===== config.mk =====
export PLATFORM = sky130hd
export DESIGN_NAME = scene_sequencer
export DESIGN_NICKNAME = d
export VERILOG_FILES = /design/src/rtl/scene_sequencer.sv
export SDC_FILE = /design/constraint.sdc
export NUM_CORES = 1
export LEC_CHECK = 0
export CORE_MARGIN = 10
export CORE_UTILIZATION = 23
export CTS_CLUSTER_DIAMETER = 60
export DETAILED_ROUTE_END_ITERATION = 8
export GPL_TIMING_DRIVEN = 0
export SETUP_SLACK_MARGIN = 0.2
export SKIP_CTS_REPAIR_TIMING = 1
export SLEW_MARGIN = 30
export SYNTH_ARGS = -nofsm -noshare
export SYNTH_HDL_FRONTEND = slang
export SYNTH_SLANG_ARGS = --single-unit
export TNS_END_PERCENT = 50

===== constraint.sdc =====
create_clock -name clk -period 6.3 [get_ports clk]
set_clock_uncertainty 0.15 [all_clocks]
set_input_delay 1.89 -clock clk [delete_from_list [all_inputs] [get_ports clk]]
set_output_delay 1.89 -clock clk [all_outputs]
set_load 0.03 [all_outputs]

===== src/rtl/scene_sequencer.sv =====
`default_nettype none
// +--------------------------------------------------------------------------+
// | Module   : scene_sequencer                                               |
// | Purpose  : Top-level scene FSM START -> MENU -> PLAY(level n) -> WIN/LOSE |
// |            -> MENU, with NUM_LEVELS grid-placed menu buttons, a result   |
// |            screen click hold-off, a registered one-shot game_init and a  |
// |            frame-driven twinkle counter.                                 |
// | Ports    : clk, rst (async, active-high), frame_tick, mouse_x/y,         |
// |            mouse_l, game_win, game_lose, pause_req (inputs);             |
// |            scene[2:0], level[LW-1:0], game_init, in_play, hover_start,   |
// |            hover_level[NUM_LEVELS-1:0], twinkle (outputs).               |
// | Options  : `define PAUSE_SCENE_EN enables the PAUSED scene (code 5).     |
// |            Without it pause_req is ignored and scene 5 is unreachable.   |
// | Revision : 1.0  initial release                                          |
// +--------------------------------------------------------------------------+
module scene_sequencer #(
  parameter int NUM_LEVELS  = 3,
  parameter int BTN_X0      = 160,
  parameter int BTN_X1      = 480,
  parameter int BTN_Y0      = 80,
  parameter int BTN_H       = 60,
  parameter int BTN_PITCH   = 120,
  parameter int START_X0    = 200,
  parameter int START_X1    = 440,
  parameter int START_Y0    = 270,
  parameter int START_Y1    = 330,
  parameter int RESULT_HOLD = 60,
  parameter int TWINKLE_DIV = 6
) (
  input  logic                                clk,
  input  logic                                rst,
  input  logic                                frame_tick,
  input  logic [9:0]                          mouse_x,
  input  logic [9:0]                          mouse_y,
  input  logic                                mouse_l,
  input  logic                                game_win,
  input  logic                                game_lose,
  input  logic                                pause_req,
  output logic [2:0]                          scene,
  output logic [$clog2(NUM_LEVELS+1)-1:0]     level,
  output logic                                game_init,
  output logic                                in_play,
  output logic                                hover_start,
  output logic [NUM_LEVELS-1:0]               hover_level,
  output logic                                twinkle
);

  localparam int LW = $clog2(NUM_LEVELS + 1);
  localparam int PW = (TWINKLE_DIV > 1) ? $clog2(TWINKLE_DIV) : 1;
  localparam logic [PW-1:0] PRESC_LAST = PW'(TWINKLE_DIV - 1);
  localparam logic [7:0]    HOLD_LOAD  = 8'(RESULT_HOLD);
  localparam logic [31:0]   SX0 = START_X0;
  localparam logic [31:0]   SX1 = START_X1;
  localparam logic [31:0]   SY0 = START_Y0;
  localparam logic [31:0]   SY1 = START_Y1;
  localparam logic [31:0]   BX0 = BTN_X0;
  localparam logic [31:0]   BX1 = BTN_X1;

  typedef enum logic [2:0] {
    SC_START  = 3'd0,
    SC_MENU   = 3'd1,
    SC_PLAY   = 3'd2,
    SC_WIN    = 3'd3,
    SC_LOSE   = 3'd4,
    SC_PAUSED = 3'd5
  } scene_e;

  scene_e          scene_q, scene_d;
  logic [LW-1:0]   level_q, level_d;
  logic            game_init_q, game_init_d;
  logic [7:0]      hold_q, hold_d;
  logic [PW-1:0]   presc_q, presc_d;
  logic [2:0]      twk_q, twk_d;

  // Coordinates are compared at full integer width so that button edges
  // placed beyond the 10-bit cursor range simply never match.
  logic [31:0]           x_w, y_w;
  logic                  in_start_w;
  logic [NUM_LEVELS-1:0] in_btn_w;
  logic                  sel_hit_w;
  logic [LW-1:0]         sel_lvl_w;

  assign x_w = {22'd0, mouse_x};
  assign y_w = {22'd0, mouse_y};

  assign in_start_w = (x_w >= SX0) && (x_w < SX1) && (y_w >= SY0) && (y_w < SY1);

  for (genvar i = 0; i < NUM_LEVELS; i++) begin : g_btn
    localparam logic [31:0] Y_TOP = 32'(BTN_Y0 + i * BTN_PITCH);
    localparam logic [31:0] Y_BOT = 32'(BTN_Y0 + i * BTN_PITCH + BTN_H);
    assign in_btn_w[i] = (x_w >= BX0) && (x_w < BX1) && (y_w >= Y_TOP) && (y_w < Y_BOT);
  end

  // Overlapping buttons: scan from the top index down so the lowest index
  // hit is the one left in sel_lvl_w.
  always_comb begin
    sel_hit_w = 1'b0;
    sel_lvl_w = '0;
    for (int i = NUM_LEVELS - 1; i >= 0; i--) begin
      if (in_btn_w[i]) begin
        sel_hit_w = 1'b1;
        sel_lvl_w = LW'(i + 1);
      end
    end
  end

  // Scene / level / hold-off next-state logic.
  always_comb begin
    scene_d     = scene_q;
    level_d     = level_q;
    game_init_d = 1'b0;
    hold_d      = hold_q;
    case (scene_q)
      SC_START: begin
        if (mouse_l && in_start_w) begin
          scene_d = SC_MENU;
          level_d = '0;
        end
      end
      SC_MENU: begin
        if (mouse_l && sel_hit_w) begin
          scene_d     = SC_PLAY;
          level_d     = sel_lvl_w;
          game_init_d = 1'b1;
        end
      end
      SC_PLAY: begin
        if (game_win) begin
          scene_d = SC_WIN;
          hold_d  = HOLD_LOAD;
        end else if (game_lose) begin
          scene_d = SC_LOSE;
          hold_d  = HOLD_LOAD;
        end
`ifdef PAUSE_SCENE_EN
        else if (pause_req) begin
          scene_d = SC_PAUSED;
        end
`endif
      end
      SC_WIN, SC_LOSE: begin
        // The click test uses the hold value from before this cycle's
        // decrement, so a click coinciding with the final tick is ignored.
        if (mouse_l && (hold_q == 8'd0)) begin
          scene_d = SC_MENU;
          level_d = '0;
        end else if (frame_tick && (hold_q != 8'd0)) begin
          hold_d = hold_q - 8'd1;
        end
      end
`ifdef PAUSE_SCENE_EN
      SC_PAUSED: begin
        if (pause_req) begin
          scene_d = SC_PLAY;
        end
      end
`endif
      default: begin
        scene_d = SC_START;
        level_d = '0;
      end
    endcase
  end

`ifndef PAUSE_SCENE_EN
  logic unused_pause;
  assign unused_pause = pause_req;
`endif

  // Twinkle prescaler and 3-bit counter; frozen while paused.
  always_comb begin
    presc_d = presc_q;
    twk_d   = twk_q;
    if (frame_tick && (scene_q != SC_PAUSED)) begin
      if (presc_q == PRESC_LAST) begin
        presc_d = '0;
        twk_d   = twk_q + 3'd1;
      end else begin
        presc_d = presc_q + PW'(1);
      end
    end
  end

  always_ff @(posedge clk or posedge rst) begin
    if (rst) begin
      scene_q     <= SC_START;
      level_q     <= '0;
      game_init_q <= 1'b0;
      hold_q      <= 8'd0;
      presc_q     <= '0;
      twk_q       <= 3'd0;
    end else begin
      scene_q     <= scene_d;
      level_q     <= level_d;
      game_init_q <= game_init_d;
      hold_q      <= hold_d;
      presc_q     <= presc_d;
      twk_q       <= twk_d;
    end
  end

  assign scene       = scene_q;
  assign level       = level_q;
  assign game_init   = game_init_q;
  assign in_play     = (scene_q == SC_PLAY);
  assign hover_start = (scene_q == SC_START) && in_start_w;
  assign hover_level = (scene_q == SC_MENU) ? in_btn_w : '0;
  assign twinkle     = twk_q[2];

endmodule
`default_nettype wire


==> results.cfg <==
[setup_path]
critPathLaunchType = primary input
crit_required_ns = 4.26
critical_path_arrival_ns = 3.95
critPathCaptureType = output pin
path_class = in2out
crit_path_max_fanout = 7

[clock_network]
worst_skew_pair.late_latency_ns = 0.25
cts_max_path_buffers = 2
cts_tree = done
cts_buffers = 3
cts.sinks = 20
cts_root_buf = clkbuf_8
clk_pin_slew_ns = 0.07
h-tree-depth = 1

[place]
portBuffers = 33
gp_congestion = 0.7819
placedCellCount = 249
dp_hpwl_microns = 2589

[cells_and_area]
stdcell_count = 252
n_antenna_cell = 0
drive_gt1_share_pct = 7.778
area_growth_pct = 35.62
nets = 211

[flow_run]
cap_violations = 0

[timing]
fmax_mhz = 166.9
rsz0062_at_grt = true
hold_violations = 0
slew_headroom_pct = 49.46
fin_crit_ns = 5.990
maxSlewViolCount = 0
tns_ns = 0
timing.final.crit_share_pct = 95.08
setup_viol = 0
tightest_slew_ns = 0.7573

[pwr]
p_leak_nw = 0.6696
power_density_nw_per_um2 = 304.7
finalPower_mw = 0.5341
ir_drop_mv = 0.1784

[die]
io_pins = 39
rows = 27
die_y_microns = 94.97
core_sq_um = 5473
die-area_sq_um = 9018
dieWidth_microns = 94.97
initial_utilization_pct = 23.62

[route]
drtIter0Drc = 75
ant_nets = 0
drc_errors = 0
wl_per_cell_microns = 12.63
dr.pass1.iters = 4
post_drt_via_cell_ratio = 4.603
routed_wl_microns = 3183
vias = 1160

[logic_synthesis]
synth-main-ff-cell = dfrtp_1
synth_seq_area_share_pct = 38.72
synthesis.instances = 144
synth_cell_types = 49
ys_ff_latch = 20
synth.cell_area_sq_um = 1292
syn_nets = 173
synth_edf_count = 0
ys_warn_count = 0
avgSynthCellArea_sq_um = 8.976
synthArstFlopShare_pct = 100.0

[global_route]
grtUsageTotal_pct = 7.564
antenna_found_initial = 0
grt_pass1_vias = 1171
overflow = 0
grt_pass1_wl_microns = 5609
grt_max_degree = 21

[outcome]
status = finished, final reports clean

[min_path]
min_path_type = reg2reg
-- final timing paths --
path	from	to	slack, ns	cells past startpoint
worst min register to register	twk_q[2]$_DFFE_PP0P_	twk_q[2]$_DFFE_PP0P_	0.32	1
min in group asynchronous	rst	twk_q[0]$_DFFE_PP0P_	1.92	2
max in group asynchronous	rst	level[0]$_DFFE_PP0P_	3.60	2
worst min-delay path	twk_q[2]$_DFFE_PP0P_	twk_q[2]$_DFFE_PP0P_	0.32	1
worst max register to register	hold_q[0]$_DFFE_PP0P_	level[0]$_DFFE_PP0P_	3.99	7
worst max-delay path	mouse_y[6]	hover_level[0]	0.31	7
-- final cells by class --
| type | count | area (sq um) |
|---|---|---|
| Multi-Input combinational cell | 117 | 763.2 |
| Timing Repair Buffer | 33 | 327.8 |
| Buffer | 2 | 11.26 |
| Fill cell | 608 | 3720 |
| Clock buffer | 3 | 41.29 |
| Sequential cell | 20 | 500.5 |
| Inverter | 5 | 18.77 |
| Tap cell | 72 | 90.09 |
-- kinds of logic (layout without fill, tap and decap cells) --
kind of cell / count (synthesis) / after routing / share of synthesized area (%)
flops: 20 / 20 / 38.72
mux: 3 / 3 / 2.614
fa+ha+maj: 2 / 2 / 1.936
buf+inv: 7 / 43 / 2.323
xor+xnor: 9 / 9 / 6.099
simple gates: 71 / 71 / 29.53
compound gates: 32 / 32 / 18.78
-- sequential cells by signal (all words and copies together) (netlist names) --
register	cells
presc_q	3
scene	3
hold_q	8
level	2
twk_q	3
game_init	1
-- critical path, cell delays in order --
cell and delay [ns]:
clkdlybuf4s50_1 0.52, nor3_1 0.27, a32oi_1 0.16, nor3_2 0.22, nand2_1 0.11, nor2_1 0.10
clkdlybuf4s50_1 0.69
-- Yosys cell counts, types with 2 or more instances --
library cell | instances | area, sq um
ha_1 | 2 | 25.02
dfrtp_1 | 20 | 500.5
o21ai_1 | 4 | 20.02
mux2_1 | 2 | 22.52
nand4_1 | 5 | 31.28
nand2_1 | 19 | 71.32
nand2b_1 | 4 | 25.02
o21ai_0 | 6 | 30.03
nand3_1 | 5 | 25.02
a211oi_1 | 2 | 15.01
xor2_1 | 2 | 17.52
nor4_1 | 3 | 18.77
o21a_1 | 2 | 15.01
nor3_1 | 4 | 20.02
a22o_1 | 2 | 17.52
nor2_1 | 14 | 52.55
inv_1 | 5 | 18.77
nor4b_1 | 2 | 17.52
a21oi_1 | 4 | 20.02
xnor2_1 | 7 | 61.31
nor2b_1 | 2 | 12.51
-- power breakdown --
part,switching (mW),internal (mW)
logic,0.140,0.116
clock network,0.0390,0.0425
registers,0.0337,0.163
-- layer usage --
metal	wire (microns)	up-vias	track usage, %
li1	-	605	-
met2	1476	23	12.01
met4	53	0	1.995
met3	168	4	2.538
met1	1485	528	9.585
met5	0	-	0
-- layout by cell type, fill, tap and decap left out, types with 3 or more instances in the layout --
cell type	instances
nor2_1	14
nor4_1	3
inv_1	5
xnor2_1	7
nand4_1	5
nand2b_1	4
o21ai_0	5
nor3_1	4
o21ai_1	5
dfrtp_1	20
nand2_1	19
clkdlybuf4s50_1	31
nand3_1	5
a21oi_1	4
clkbuf_8	3
-- metrics by stage --
step | util, % | setup WS [ns] | instance area, sq um | hold slack [ns]
6_report | 32.03 | 0.3098 | 1753 | 0.3186
5_1_grt | 32.03 | 0.1753 | 1753 | 0.3512
4_1_cts | 32.08 | -0.1313 | 1755 | 0.3247
3_5_place_dp | 31.32 | -0.1302 | 1714 | 0.3145
3_3_place_gp | 31.32 | -0.05780 | 1714 | 0.3103
2_1_floorplan | - | 0.5441 | 1294 | 0.2967
Power figures use the tool's default switching activity.
